[config.mk]
export PLATFORM = sky130hd
export DESIGN_NAME = approx_mult_pipe
export DESIGN_NICKNAME = d
export VERILOG_FILES = /design/src/rtl/approx_mult_pkg.sv /design/src/rtl/approx_mult_pipe_mul4x4.sv /design/src/rtl/approx_mult_pipe.sv
export SDC_FILE = /design/constraint.sdc
export NUM_CORES = 1
export LEC_CHECK = 0
export CAP_MARGIN = 20
export CORE_ASPECT_RATIO = 0.6
export CORE_MARGIN = 5
export CORE_UTILIZATION = 63
export DETAILED_ROUTE_END_ITERATION = 8
export PLACE_DENSITY = 0.93
export SKIP_LAST_GASP = 1
export SYNTH_ARGS = -nofsm -noshare
export SYNTH_HDL_FRONTEND = slang
export SYNTH_SLANG_ARGS = --single-unit
[constraint.sdc]
create_clock -name clk -period 6.8 [get_ports clk]
set_clock_uncertainty 0.1 [all_clocks]
set_input_delay 1.02 -clock clk [delete_from_list [all_inputs] [get_ports clk]]
set_output_delay 1.02 -clock clk [all_outputs]
set_load 0.02 [all_outputs]
[src/rtl/approx_mult_pkg.sv]
// Shared types and helpers for the pipelined approximate multiplier.
package approx_mult_pkg;

    localparam int unsigned DIGIT_W = 4;
    localparam int unsigned PP_W    = 2 * DIGIT_W;

    typedef enum logic [1:0] {
        MODE_EXACT         = 2'd0,
        MODE_LSQ_EXACT     = 2'd1,
        MODE_APPROX        = 2'd2,
        MODE_LOWSIG_APPROX = 2'd3
    } mode_e;

    // Decides whether partial product (i,j) of a P-digit operand pair is approximated.
    function automatic logic is_approx(input mode_e mode, input int unsigned i,
                                       input int unsigned j, input int unsigned p);
        logic        res;
        int unsigned s;
        s = i + j;
        case (mode)
            MODE_EXACT:         res = 1'b0;
            MODE_LSQ_EXACT:     res = (s != 0);
            MODE_APPROX:        res = 1'b1;
            MODE_LOWSIG_APPROX: res = (s < p / 2);
            default:            res = 1'b0;
        endcase
        return res;
    endfunction

endpackage

[src/rtl/approx_mult_pipe_mul4x4.sv]
// Combinational 4x4 digit multiplier; approximate form clears the low PP_TRUNC bits.
module approx_mul4x4
    import approx_mult_pkg::*;
#(
    parameter int unsigned PP_TRUNC = 2
) (
    input  logic [DIGIT_W-1:0] a,
    input  logic [DIGIT_W-1:0] b,
    input  logic               approx,
    output logic [PP_W-1:0]    p_c
);

    localparam logic [PP_W-1:0] TRUNC_MASK = PP_W'((16'd1 << PP_TRUNC) - 16'd1);

    logic [PP_W-1:0] prod;

    assign prod = PP_W'(a) * PP_W'(b);
    assign p_c  = approx ? (prod & ~TRUNC_MASK) : prod;

endmodule

[src/rtl/approx_mult_pipe.sv]
// Three-stage valid/ready approximate multiplier built from 4x4 digit partial products.
module approx_mult_pipe
    import approx_mult_pkg::*;
#(
    parameter int unsigned WIDTH    = 8,
    parameter int unsigned PP_TRUNC = 2,
    parameter int unsigned LOA_BITS = 4
) (
    input  logic               clk,
    input  logic               rst,
    input  logic               in_valid,
    output logic               in_ready,
    input  logic [WIDTH-1:0]   a,
    input  logic [WIDTH-1:0]   b,
    input  logic [1:0]         mode,
    output logic               out_valid,
    input  logic               out_ready,
    output logic [2*WIDTH-1:0] r,
    output logic [1:0]         r_mode
);

    localparam int unsigned P     = WIDTH / DIGIT_W;
    localparam int unsigned NPP   = P * P;
    localparam int unsigned RW    = 2 * WIDTH;
    localparam int unsigned IDX_W = $clog2(NPP);
    localparam logic [RW-1:0] LO_MASK = RW'((65'd1 << LOA_BITS) - 65'd1);

    logic                       en;
    logic                       s1_valid;
    logic [WIDTH-1:0]           s1_a;
    logic [WIDTH-1:0]           s1_b;
    mode_e                      s1_mode;
    logic                       s2_valid;
    mode_e                      s2_mode;
    logic [NPP-1:0][PP_W-1:0]   pp_c;
    logic [NPP-1:0][PP_W-1:0]   s2_pp;
    logic [NPP-1:0][RW-1:0]     aligned_c;
    logic [RW-1:0]              sum_exact_c;
    logic [RW-1:0]              sum_hi_c;
    logic [RW-1:0]              sum_lo_c;
    logic [RW-1:0]              sum_c;

    // Whole pipeline advances together; only a held output blocks it.
    assign en       = !out_valid || out_ready;
    assign in_ready = en;

    for (genvar gi = 0; gi < P; gi++) begin : g_row
        for (genvar gj = 0; gj < P; gj++) begin : g_col
            approx_mul4x4 #(.PP_TRUNC(PP_TRUNC)) u_mul (
                .a      (s1_a[gi*DIGIT_W +: DIGIT_W]),
                .b      (s1_b[gj*DIGIT_W +: DIGIT_W]),
                .approx (is_approx(s1_mode, gi, gj, P)),
                .p_c    (pp_c[gi*P+gj])
            );
            assign aligned_c[gi*P+gj] = RW'(s2_pp[gi*P+gj]) << (DIGIT_W * (gi + gj));
        end
    end

    // Exact sum plus the lower-part-OR form: OR below LOA_BITS, carry-free add above.
    always_comb begin
        sum_exact_c = '0;
        sum_hi_c    = '0;
        sum_lo_c    = '0;
        for (int unsigned k = 0; k < NPP; k++) begin
            sum_exact_c = sum_exact_c + aligned_c[IDX_W'(k)];
            sum_hi_c    = sum_hi_c + (aligned_c[IDX_W'(k)] & ~LO_MASK);
            sum_lo_c    = sum_lo_c | (aligned_c[IDX_W'(k)] & LO_MASK);
        end
        sum_c = (s2_mode == MODE_EXACT) ? sum_exact_c : (sum_hi_c | sum_lo_c);
    end

    always_ff @(posedge clk) begin
        if (rst) begin
            s1_valid  <= 1'b0;
            s1_a      <= '0;
            s1_b      <= '0;
            s1_mode   <= MODE_EXACT;
            s2_valid  <= 1'b0;
            s2_mode   <= MODE_EXACT;
            s2_pp     <= '0;
            out_valid <= 1'b0;
            r         <= '0;
            r_mode    <= 2'd0;
        end else if (en) begin
            s1_valid <= in_valid;
            if (in_valid) begin
                s1_a    <= a;
                s1_b    <= b;
                s1_mode <= mode_e'(mode);
            end
            s2_valid  <= s1_valid;
            if (s1_valid) begin
                s2_pp   <= pp_c;
                s2_mode <= s1_mode;
            end
            out_valid <= s2_valid;
            if (s2_valid) begin
                r      <= sum_c;
                r_mode <= s2_mode;
            end
        end
    end

endmodule

==> results.sh, run 1 <==
export IMPL_gp_congestion=0.906
export IMPL_cts_tree="done"
export IMPL_synth_avg_cell_area_um2=8.37
export IMPL_crit_fanout=7
export IMPL_async_flop_share=0
export IMPL_cts_clk_slew_worst_paths_ns=0.06
export IMPL_final_cell_mix="nand2_1 (124), dfxtp_1 (73), a21oi_1 (67), ha_1 (58), and2_1 (47)"
export IMPL_io_pins=42
export IMPL_holdWs_ns=0.351
export IMPL_crit_family="buffers and inverters"
export IMPL_hold_start="r[8]"
export IMPL_n_fill_cell=542
export IMPL_intPower_uw=766
export IMPL_synth_simple_area_share=0.217
export IMPL_grt_ovfl_total=0
export IMPL_ys_types=37
export IMPL_pwr_share_clk=0.466
export IMPL_layout_drive_gt1_share=0.0359
export IMPL_die_area_um2=9620
export IMPL_numCtsBuffers=9
export IMPL_vias=4092
export IMPL_synth_compound_area_share=0.135
export IMPL_min_path_type="reg -> reg"
export IMPL_via_per_inst=5.72
export IMPL_post_cts_resized=0
export IMPL_cap_violations=0
export IMPL_n_antenna_cell=0
export IMPL_status="finished, final reports clean"
export IMPL_syn_area_um2=4860
export IMPL_final_max_slew_violation_count=0
export IMPL_remaining_drc_errors=0
export IMPL_synthCells=580
export IMPL_synth_nets=685
export IMPL_switching_share=0.260
export IMPL_placed_area_um2=5300
export IMPL_rsz0062_at_grt="false"
export IMPL_grt_start_max_net_pins=77
export IMPL_clockRootBuffer="clkbuf_16"
export IMPL_path_cells="clkdlybuf4s50_1 > nor2b_2 > inv_1 > clkdlybuf4s50_1"
export IMPL_ys_seq_area_frac=0.301
export IMPL_worst_setup_path_type="in -> out"
export IMPL_fmax_ghz=0.289
export IMPL_grt_pass1_vias=4255
export IMPL_hold_path_depth=2
export IMPL_reg2reg_depth=10
export IMPL_final_common_cell="nand2_1"
export IMPL_cts_htree_levels=3
export IMPL_clkLatencyLatePin_ns=0.34
export IMPL_syn2layout_area_growth_pct=15.3
export IMPL_worst_pin_slew_ns=0.762
export IMPL_required_ns=5.68
export IMPL_drtPass1Iterations=5
export IMPL_synth_ff_latch_count=73
export IMPL_maxSlewHeadroom=0.492
export IMPL_timing_rr_end="aligned_c[63]"
export IMPL_timing_final_crit_period_ns=3.46
export IMPL_r2r_slack_ns=3.63
export IMPL_cts_setup_buffers=0
export IMPL_p_comb_frac=0.091
export IMPL_final_hold_viol_count=0
export IMPL_seqPwrFrac=0.442
export IMPL_power_density_nw_per_um2=185
export IMPL_drtIter0Drc=291
export IMPL_crit_path_end_kind="output pin"
export IMPL_synth_edff_count=0
export IMPL_critPathLaunchType="input port"
export IMPL_yosys_warnings=0
export IMPL_rows=24
export IMPL_wl_um=11400
export IMPL_fin_util=0.758
export IMPL_clock_sinks=73
export IMPL_slowest_delay_ns=0.64
export IMPL_muxShareOfSynthArea=0.00825
export IMPL_p_leak_nw=2.54
export IMPL_grt_usage=0.253
export IMPL_min_period_over_period=0.509
export IMPL_fp_coreArea_um2=7390
export IMPL_dp_hpwl_um=8360
export IMPL_p_switching_uw=270
export IMPL_hold_buffers=0
export IMPL_synthAdderAreaFrac=0.253
export IMPL_crit_top_cell="clkdlybuf4s50_1"
export IMPL_vdd_drop_max_mv=0.147
export IMPL_synth_xor_area_share=0.0325
export IMPL_critPathBufInv=3
export IMPL_arrival_ns=2.34
export IMPL_cpMaxStageDelayCell="clkdlybuf4s50_1"
export IMPL_die_h_um=78.0
export IMPL_fp_dieW_um=123
export IMPL_wire_per_inst_um=15.9
export IMPL_grt_pass1_wl_um=19500
export IMPL_finalInstanceArea_um2=5600
export IMPL_hold_end="r[8]"
export IMPL_portBuffers=41
export IMPL_timing_rr_start="s1_a[4]"
export IMPL_layout_nets=712
export IMPL_grt_antenna_before_repair=0
export IMPL_fin_tns_setup_ns=0
export IMPL_setup_viol=0
export IMPL_cts_buffer_depth=2
export IMPL_ant_nets=0
export IMPL_initial_utilization=0.657
export IMPL_synth_flop_cell="dfxtp_1"
export IMPL_synth_top_family_by_area="adder cells"
==> power by group through the flow <==
stage / registers, mW / clock network [mW] / logic (mW)
6_report: 0.458 / 0.483 / 0.0947
3_3_place_gp: 0.466 / 0 / 0.0898
5_1_grt: 0.460 / 0.508 / 0.106
2_1_floorplan: 0.460 / 0 / 0.0634
3_5_place_dp: 0.467 / 0 / 0.0934
4_1_cts: 0.457 / 0.487 / 0.0946
==> worst max-delay path by stage <==
stage	cells past startpoint	from	end	slack [ns]
4_1_cts	4	out_ready	in_ready	3.33
3_3_place_gp	4	out_ready	in_ready	3.37
5_1_grt	4	out_ready	in_ready	3.29
6_report	4	out_ready	in_ready	3.34
2_1_floorplan	11	s1_a[0]	aligned_c[27]	3.91
3_5_place_dp	4	out_ready	in_ready	3.34
==> layer usage <==
metal	up-vias	wire, um	track usage
met1	1942	5080	0.320
li1	1998	-	-
met4	0	194	0.0663
met3	24	731	0.0712
met2	128	5360	0.425
met5	-	0	0
==> registers in the layout, indices dropped and copies added, names as in the netlist, 2 cells and up <==
name and count:
s1_mode 2, r_mode 2, s2_mode 2, aligned_c 32, s1_a 8, r 16, s1_b 8
==> cells by family (layout without fill, tap and decap cells) <==
| kind of cell | Yosys count | after routing |
|---|---|---|
| and+or+nand+nor | 223 | 223 |
| AOI/OAI and AO/OA | 113 | 113 |
| adders and majority gates | 83 | 83 |
| DFF | 73 | 73 |
| buffers and inverters | 66 | 98 |
| xor gates and xnor gates | 18 | 18 |
| muxes | 4 | 4 |
==> Yosys cell counts, types with 4 or more instances <==
library cell	n	area share
nand4_1	4	0.0052
a21oi_1	67	0.069
nor2_1	16	0.012
a31oi_1	5	0.0064
inv_1	38	0.029
a211oi_1	11	0.017
mux2i_1	4	0.0082
xnor2_1	8	0.014
and2_1	47	0.061
fa_1	25	0.10
a21o_1	9	0.014
buf_2	11	0.011
nor4b_1	8	0.014
nand3_1	11	0.011
o21ai_0	11	0.011
nor3_1	4	0.0041
nand2_1	124	0.096
clkbuf_1	16	0.012
dfxtp_1	73	0.30
xor2_1	10	0.018
ha_1	58	0.15
==> worst register-to-register path, stage by stage, from the launching register on <==
cell,delay [ns]
dfxtp_1,0.58
nand2_1,0.17
fa_1,0.55
fa_1,0.61
inv_1,0.07
ha_1,0.30
a21o_1,0.17
a211oi_1,0.23
nor2_1,0.08
mux2i_1,0.15
nand2_1,0.06
==> cell type report <==
class / instances / area, um^2 / share of cell area
clock buffers: 9 / 225 / 0.0402
clock inverters: 7 / 78.8 / 0.0141
inverters: 38 / 143 / 0.0255
repair buffers: 44 / 428 / 0.0764
multi-input cells: 441 / 3130 / 0.560
well taps: 104 / 130 / 0.0232
flip-flops and latches: 73 / 1460 / 0.261
==> through the flow <==
stage	instances	setup slack, ns	total power, mW
after floorplan	580	3.91	0.523
after global placement	700	3.37	0.555
after detailed placement	700	3.34	0.560
after CTS	716	3.33	1.04
after global routing	716	3.29	1.07
final	716	3.34	1.04
No activity file was read; power rests on OpenSTA's default activity.
==> run 2, diff against run 1 <==
--- a/config.mk
+++ b/config.mk
@@ -8,9 +8,9 @@
 export CAP_MARGIN = 20
 export CORE_ASPECT_RATIO = 0.6
 export CORE_MARGIN = 5
-export CORE_UTILIZATION = 63
+export CORE_UTILIZATION = 53
 export DETAILED_ROUTE_END_ITERATION = 8
-export PLACE_DENSITY = 0.93
+export PLACE_DENSITY = 0.84
 export SKIP_LAST_GASP = 1
 export SYNTH_ARGS = -nofsm -noshare
 export SYNTH_HDL_FRONTEND = slang
==> constraint.sdc (replaced) <==
create_clock -name clk -period 3.1 [get_ports clk]
set_clock_uncertainty 0.1 [all_clocks]
set_input_delay 0.465 -clock clk [delete_from_list [all_inputs] [get_ports clk]]
set_output_delay 0.465 -clock clk [all_outputs]
set_load 0.02 [all_outputs]
==> run 2 against run 1 <==
Net effect:
- register-to-register slack got worse by 3.5 ns
- die area rose by 17%
- sequential cell count did not move
- clock power rose by 140%
- first-iteration DRC count rose by 14%
- critical path depth rose by 6
- wire length rose by 4.3%
- total power rose by 130%
- clock-buffer cell count did not move
- final cell count rose by 2.7%
- utilization fell by 12 points
- critical path type is now reg -> reg
- critical endpoint is now aligned_c[43]
- largest power group unchanged
- highest routed layer unchanged
==> results.sh, run 2 (synthesis results as in run 1) <==
export IMPL_status="finished, final reports clean"
export IMPL_fin_util=0.633
export IMPL_grt_usage=0.223
export IMPL_rsz0062_at_grt="true"
export IMPL_cts_htree_levels=3
export IMPL_wl_um=11800
export IMPL_layout_nets=719
export IMPL_portBuffers=41
export IMPL_power_mw=2.37
export IMPL_remaining_drc_errors=0
export IMPL_fmax_ghz=0.338
export IMPL_cap_violations=0
export IMPL_ant_nets=0
export IMPL_placed_area_um2=5380
export IMPL_final_common_cell="nand2_1"
export IMPL_grt_pass1_wl_um=20200
export IMPL_hold_start="aligned_c[2]"
export IMPL_worst_pin_slew_ns=0.778
export IMPL_layout_drive_gt1_share=0.0695
export IMPL_die_area_um2=11200
export IMPL_fin_tns_setup_ns=0
export IMPL_grt_pass1_vias=4292
export IMPL_finalInstanceArea_um2=5730
export IMPL_worst_setup_path_type="reg -> reg"
export IMPL_n_antenna_cell=0
export IMPL_final_hold_viol_count=0
export IMPL_gp_congestion=0.858
export IMPL_crit_fanout=9
export IMPL_fp_dieW_um=134
export IMPL_final_max_slew_violation_count=0
export IMPL_startpoint="s1_b[3]"
export IMPL_cts_clk_slew_worst_paths_ns=0.06
export IMPL_power_density_nw_per_um2=414
export IMPL_rows=27
export IMPL_dp_hpwl_um=8870
export IMPL_critPathLaunchType="flip-flop"
export IMPL_setup_viol=0
export IMPL_largest_reg_flops=32
export IMPL_die_h_um=84.1
export IMPL_io_pins=42
export IMPL_min_period_over_period=0.955
export IMPL_numCtsBuffers=9
export IMPL_vias=4155
export IMPL_final_cell_mix="nand2_1 (124), a21oi_1 (67), dfxtp_1 (61), ha_1 (58), and2_1 (47)"
export IMPL_via_per_inst=5.65
export IMPL_p_leak_nw=2.59
export IMPL_n_fill_cell=761
export IMPL_syn2layout_area_growth_pct=18.0
export IMPL_timing_rr_start="s1_b[3]"
export IMPL_hold_buffers=0
export IMPL_required_ns=3.23
export IMPL_wire_per_inst_um=16.1
export IMPL_fp_coreArea_um2=9050
export IMPL_drtIter0Drc=333
export IMPL_cts_tree="done"
export IMPL_grt_antenna_before_repair=0
export IMPL_clkLatencyLatePin_ns=0.34
export IMPL_drtPass1Iterations=5
export IMPL_min_path_type="reg -> reg"
export IMPL_crit_path_end_kind="flip-flop"
export IMPL_initial_utilization=0.536
export IMPL_clockRootBuffer="clkbuf_16"
export IMPL_vdd_drop_max_mv=0.274
export IMPL_grt_ovfl_total=0
export IMPL_maxSlewHeadroom=0.481
export IMPL_grt_start_max_net_pins=76
export IMPL_arrival_ns=3.09
export IMPL_timing_final_crit_period_ns=2.96
export IMPL_clock_sinks=73
export IMPL_cts_buffer_depth=2
## run 2: changes by cell type in the layout (fill, tap and decap cells not counted), moves of 3 or more
cell | previous run | this run
buf_4 | 3 | 9
dfxtp_2 | 0 | 9
dfxtp_4 | 0 | 3
dfxtp_1 | 73 | 61
## run 2: repair_timing
action | 4_1_cts | 5_1_grt
setup endpoints to repair | 0 | 12
gates resized for setup | 0 | 17
buffers inserted | 0 | 0
endpoints found under the hold margin | 0 | 0
## run 2: area by class of cell
class	instances	area, um^2	share of cell area
multi-input cells	441	3140	0.548
well taps	116	145	0.0253
clock inverters	7	101	0.0177
clock buffers	9	225	0.0393
flip-flops and latches	73	1480	0.259
repair buffers	51	493	0.0860
inverters	38	143	0.0249
## run 2: routing by layer
layer / vias up / track usage / routed length (um)
li1: 2010 / - / -
met1: 1993 / 0.303 / 5600
met2: 136 / 0.357 / 5360
met3: 16 / 0.0527 / 720
met4: 0 / 0.0672 / 162
met5: - / 0 / 0
## run 2: worst paths after layout
kind                        end  slack [ns]  depth (start not counted)
setup / recovery  aligned_c[43]        0.14                         10
hold / removal             r[2]        0.35                          2
setup reg to reg  aligned_c[43]        0.14                         10
hold reg to reg            r[2]        0.35                          2
## run 2: report_power, final
group | internal (mW) | switching, mW
registers | 0.965 | 0.0375
clock network | 0.711 | 0.437
logic | 0.0935 | 0.129
## run 2: worst max-delay path, cell delays in order, from the launching register on
cell	delay, ns
dfxtp_2	0.41
nand2_1	0.10
fa_1	0.51
fa_1	0.63
inv_1	0.07
ha_1	0.28
a21o_1	0.17
a211oi_1	0.25
nor2_1	0.09
mux2i_1	0.16
nand2_1	0.07
## run 2: per-stage QoR
step	hold WS [ns]	worst slack, ns	std cells
4_1_cts	0.354	0.0308	735
6_report	0.353	0.140	735
2_1_floorplan	0.332	0.208	580
5_1_grt	0.375	-0.0258	735
3_5_place_dp	0.348	0.0471	719
3_3_place_gp	0.340	0.104	719
==> run 3, diff against run 2 <==
--- a/config.mk
+++ b/config.mk
@@ -10,7 +10,7 @@
 export CORE_MARGIN = 5
 export CORE_UTILIZATION = 53
 export DETAILED_ROUTE_END_ITERATION = 8
-export PLACE_DENSITY = 0.84
+export PLACE_DENSITY = 0.77
 export SKIP_LAST_GASP = 1
 export SYNTH_ARGS = -nofsm -noshare
 export SYNTH_HDL_FRONTEND = slang
==> run 3 against run 2 <==
Net effect:
- hold slack got worse by 0.00055 ns
- sequential power hardly changed
- first-iteration DRC count shrank 34%
- die area did not move
- critical endpoint is now aligned_c[63]
- highest routed layer unchanged
==> results.sh, run 3 (synthesis results as in run 1) <==
export IMPL_p_switching_uw=578
export IMPL_ant_nets=0
export IMPL_fin_tns_setup_ns=0
export IMPL_clock_sinks=73
export IMPL_layout_nets=721
export IMPL_cap_violations=0
export IMPL_cts_tree="done"
export IMPL_p_leak_nw=2.57
export IMPL_fin_util=0.628
export IMPL_timing_final_crit_period_ns=2.90
export IMPL_portBuffers=41
export IMPL_slowest_delay_ns=0.58
export IMPL_crit_family="adder cells"
export IMPL_cpMaxStageDelayCell="fa_1"
export IMPL_setup_viol=0
export IMPL_numCtsBuffers=9
export IMPL_fmax_ghz=0.345
export IMPL_cts_buffer_depth=2
export IMPL_final_common_cell="nand2_1"
export IMPL_r2r_slack_ns=0.20
export IMPL_layout_drive_gt1_share=0.0676
export IMPL_required_ns=3.23
export IMPL_rsz0062_at_grt="false"
export IMPL_die_h_um=84.1
export IMPL_p_comb_frac=0.103
export IMPL_fp_dieW_um=134
export IMPL_seqPwrFrac=0.458
export IMPL_final_cell_mix="nand2_1 (124), a21oi_1 (67), dfxtp_1 (62), ha_1 (58), and2_1 (47)"
export IMPL_pwr_share_clk=0.438
export IMPL_grt_ovfl_total=0
export IMPL_clkLatencyLatePin_ns=0.34
export IMPL_grt_pass1_vias=4228
export IMPL_final_hold_viol_count=0
export IMPL_crit_path_end_kind="flip-flop"
export IMPL_n_antenna_cell=0
export IMPL_cts_clk_slew_worst_paths_ns=0.06
export IMPL_min_period_over_period=0.936
export IMPL_wl_um=11400
export IMPL_switching_share=0.265
export IMPL_vias=4120
export IMPL_cts_htree_levels=3
export IMPL_maxSlewHeadroom=0.491
export IMPL_worst_setup_path_type="reg -> reg"
export IMPL_vdd_drop_max_mv=0.258
export IMPL_fp_coreArea_um2=9050
export IMPL_final_max_slew_violation_count=0
export IMPL_path_cells="nand2_1 > fa_1 > fa_1 > inv_1 > ha_1 > a21o_1 > a211oi_1 > nor2_1 > mux2i_1 > nand2_1"
export IMPL_io_pins=42
export IMPL_critPathLaunchType="flip-flop"
export IMPL_gp_congestion=0.946
export IMPL_intPower_mw=1.60
export IMPL_status="finished, final reports clean"
export IMPL_clockRootBuffer="clkbuf_16"
export IMPL_drtIter0Drc=220
export IMPL_dp_hpwl_um=8740
export IMPL_crit_fanout=9
export IMPL_rows=27
export IMPL_min_path_type="reg -> reg"
export IMPL_arrival_ns=3.03
export IMPL_initial_utilization=0.536
export IMPL_grt_start_max_net_pins=76
export IMPL_via_per_inst=5.59
export IMPL_grt_antenna_before_repair=0
export IMPL_drtPass1Iterations=4
export IMPL_critPathBufInv=1
export IMPL_largest_reg_flops=32
export IMPL_worst_pin_slew_ns=0.763
export IMPL_wire_per_inst_um=15.5
export IMPL_syn2layout_area_growth_pct=17.0
export IMPL_grt_usage=0.217
export IMPL_power_density_nw_per_um2=384
export IMPL_remaining_drc_errors=0
export IMPL_die_area_um2=11200
export IMPL_grt_pass1_wl_um=19900
-- run 3: cell count changes in the layout (fill, tap and decap cells not counted), sizes merged --
cell,change
buf,+2
bufinv,-2
clkbuf,+1
clkinv,+2
clkinvlp,+1
inv,-2
-- run 3: final timing paths --
kind                start       endpoint  cells after the start
hold / removal       r[8]           r[8]                      2
setup / recovery  s1_b[7]  aligned_c[63]                     10
setup reg to reg  s1_b[7]  aligned_c[63]                     10
hold reg to reg      r[8]           r[8]                      2
-- run 3: per-layer routing --
| layer | track usage | vias up | share of wire |
|---|---|---|---|
| li1 | - | 2013 | - |
| met1 | 0.291 | 1991 | 0.47 |
| met2 | 0.351 | 98 | 0.46 |
| met3 | 0.0599 | 18 | 0.061 |
| met4 | 0.0532 | 0 | 0.015 |
| met5 | 0 | - | 0 |
-- run 3: cell type report --
cell class | count | area [um^2]
sequential | 73 | 1480
clock inverter | 6 | 45.0
clock buffer | 10 | 229
inverter | 38 | 143
tap | 116 | 145
timing repair buffer | 53 | 508
multi-input combinational | 441 | 3140
fill | 764 | 3370
-- run 3: repair_timing --
action,4_1_cts,5_1_grt
setup endpoints to repair,0,8
hold buffers,0,0
gates resized for setup,0,12
setup buffers,0,1
-- run 3: power groups by stage --
| stage | clock, mW | sequential (mW) | combinational [mW] |
|---|---|---|---|
| global placement | 0 | 1.02 | 0.216 |
| floorplan | 0 | 1.01 | 0.139 |
| detailed placement | 0 | 1.02 | 0.222 |
| finish | 0.956 | 1.00 | 0.226 |
| global route | 1.02 | 1.00 | 0.251 |
| CTS | 0.979 | 0.997 | 0.224 |
-- run 3: worst min-delay path, delay by kind of cell, from the launching register on --
kind               cells  cell delay (ns)
and+or+nand+nor        1             0.05
DFF                    1             0.31
AOI/OAI and AO/OA      1             0.05
-- run 3: stage by stage --
step	instance area, um^2	hold WS (ns)	total power, mW	setup WS (ns)	cells
after floorplan	4860	0.332	1.15	0.208	580
after global placement	5380	0.343	1.23	0.203	720
after detailed placement	5380	0.346	1.24	0.0741	720
after CTS	5660	0.355	2.20	0.0293	736
after global routing	5680	0.373	2.28	0.0153	737
final	5680	0.352	2.18	0.200	737
==> RTL change (flow settings as in run 2) <==
Change the parameter `WIDTH` from 8 to 16.
--- a/src/rtl/approx_mult_pipe.sv
+++ b/src/rtl/approx_mult_pipe.sv
@@ -3,5 +3,5 @@
     import approx_mult_pkg::*;
 #(
-    parameter int unsigned WIDTH    = 8,
+    parameter int unsigned WIDTH    = 16,
     parameter int unsigned PP_TRUNC = 2,
     parameter int unsigned LOA_BITS = 4
Ports: changed (resized a, b and r); port bits go from 42 to 74. The function was not compared with the original's and may differ.
==> RTL change against run 2 <==
- the flow now finishes with violations (setup timing)
- sequential cell count up 128
- highest routed layer unchanged
- sequential power grew to 2.7 times the old value
- design area rose to 3.9 times the old value
- setup slack worse by 1.5 ns
- wire length rose to 4.4 times the old value
- synthesized area rose to 3.6 times the old value
- sequential share of layout area is 7.7 points lower
- largest cell class unchanged
- total power grew to 2.9 times the old value
==> RTL change: results (changes against run 2) <==
[sta]
setup_viol = 32  ; +32
setup_slack_ns = -1.34  ; -1.48 ns
max_slew_margin_pct = 47.3  ; -0.83 points
fin_tns_setup_ns = -22.82  ; -22.82 ns

[cells_and_area]
fin_nets = 2800  ; +290%
drive_above_1_share_pct = 24.5  ; +18 points
largest_register_ffs = 128  ; +300%
fillerInstances = 2414  ; +220%

[min_path]
hp-class = in -> reg
holdPathEnd = out_valid
hold_start = rst

[global_routing]
grt_pass1_vias = 16300  ; +280%
grt_usage_pct = 27.0  ; +4.7 points
grt_max_degree = 78  ; +2.6%
grt_pass1_wl_um = 81100  ; +300%

[clocking]
cts_inserted_buffers = 23  ; +14
root_buffer = clkbuf_16
cts_max_path_buffers = 3  ; +1
clock_latency_ns = 0.54  ; +0.20 ns

[outcome]
violations = setup timing
status = finished, violations left

[worst_setup_path]
r2r-start = aligned_c[247]
timing.rr.end = r[29]
crit_arrival_ns = 4.77  ; +1.68 ns
worst-r2r-cell-count = 11  ; +1

[detailed_routing]
drt_iter0_drc = 1186  ; +260%
vias_per_cell = 5.61  ; -0.68%
wirelength_met1_um = 22300  ; +300%
first_pass_iters = 6  ; +1
drt-total-wl_um = 52100  ; +340%
route.met3.wl_um = 3660  ; +410%
met2WireLength_um = 24700  ; +360%

[place]
place.gp.congestion = 1.00  ; +17%
port-buffer-count = 73  ; +78%
dpl.hpwl_um = 38100  ; +330%

[yosys]
synthTopCellsByCount = 394 x nand2_1, 265 x inv_1, 258 x ha_1
synth_nets = 2519  ; +270%
syn-instance-count = 2086  ; +260%
synth_cell_types = 49  ; +32%
yosysSeqAreaShare_pct = 23.1  ; -7.0 points
synth_area_leaders = dfxtp_1 23%, ha_1 18%, fa_1 16%

[power]
leakage_uw = 0.0109  ; +320%
ir_worst_vdd_uv = 350  ; +28%

-- RTL change: cell count changes after synthesis, moves of 30 or more --
cell	delta
nand2_1	+270
a21o_1	+31
a21oi_1	+156
inv_1	+227
clkbuf_1	+88
and2_1	+91
xnor2_1	+32
nand3b_1	+30
dfxtp_1	+128
fa_1	+112
ha_1	+200
-- RTL change: kinds of logic (layout without fill, tap and decap cells) --
group / count (synthesis) / count (layout) / share of synthesized area (%)
xor gates and xnor gates: 51 / 51 / 2.56
AOI/OAI and AO/OA: 365 / 365 / 12.7
and+or+nand+nor: 702 / 702 / 19.5
adders and majority gates: 395 / 395 / 34.2
buffers and inverters: 372 / 670 / 8.02
other: 0 / 1 / 0
DFF: 201 / 201 / 23.1
-- RTL change: area by class of cell --
type	count	area [µm²]	area share (%)
Antenna cell	1	2.50	0.0111
Clock buffer	26	607	2.68
Clock inverter	16	159	0.703
Inverter	265	995	4.40
Multi-Input combinational cell	1513	12900	57.0
Sequential cell	201	4120	18.2
Tap cell	424	531	2.35
Timing Repair Buffer	363	3310	14.7
-- RTL change: critical path, cell delays in order, from the launching register on --
cell and delay, ns:
dfxtp_1 0.36, fa_1 0.55, fa_1 0.53, fa_1 0.52, ha_1 0.31, ha_1 0.37
o21ai_0 0.20, o21bai_1 0.11, o211ai_1 0.25, or3b_4 0.41, or3_1 0.37, a32o_1 0.25
-- RTL change: worst max path at each step --
stage,from,endpoint,cells after the start
detailed placement,aligned_c[108],r[28],13
global placement,aligned_c[114],r[28],15
floorplan,aligned_c[114],r[29],15
finish,aligned_c[247],r[29],11
global route,aligned_c[247],r[29],11
CTS,aligned_c[246],r[29],13
-- RTL change: routing by layer --
metal | GRT usage (%) | vias up
li1 | - | 7401
met1 | 36.1 | 7714
met2 | 46.9 | 548
met3 | 3.78 | 108
met4 | 6.79 | 0
met5 | 0 | -
-- RTL change: per-stage QoR --
step	util (%)	setup slack [ns]	total power, µW	std cells
5_1_grt	69.6	-1.42	7080	2808
4_1_cts	67.4	-1.33	6760	2783
3_3_place_gp	63.0	-1.28	3820	2701
3_5_place_dp	63.0	-1.39	3870	2701
6_report	69.6	-1.34	6800	2809
2_1_floorplan	-	-1.18	3370	2086
-- RTL change: repair_timing --
action,in CTS,in global routing
endpoints found under the setup margin,79,67
pin swaps,72,136
buffers inserted,38,29
hold buffers,0,0
hold endpoints to repair,0,0
gates resized for setup,120,135
cloned,2,1
-- RTL change: power by group through the flow --
stage	Clock (µW)	Combinational, µW	Sequential [µW]
floorplan	0	615	2750
global placement	0	1040	2780
global route	2980	1360	2730
CTS	2870	1170	2720
finish	2820	1260	2720
detailed placement	0	1090	2790
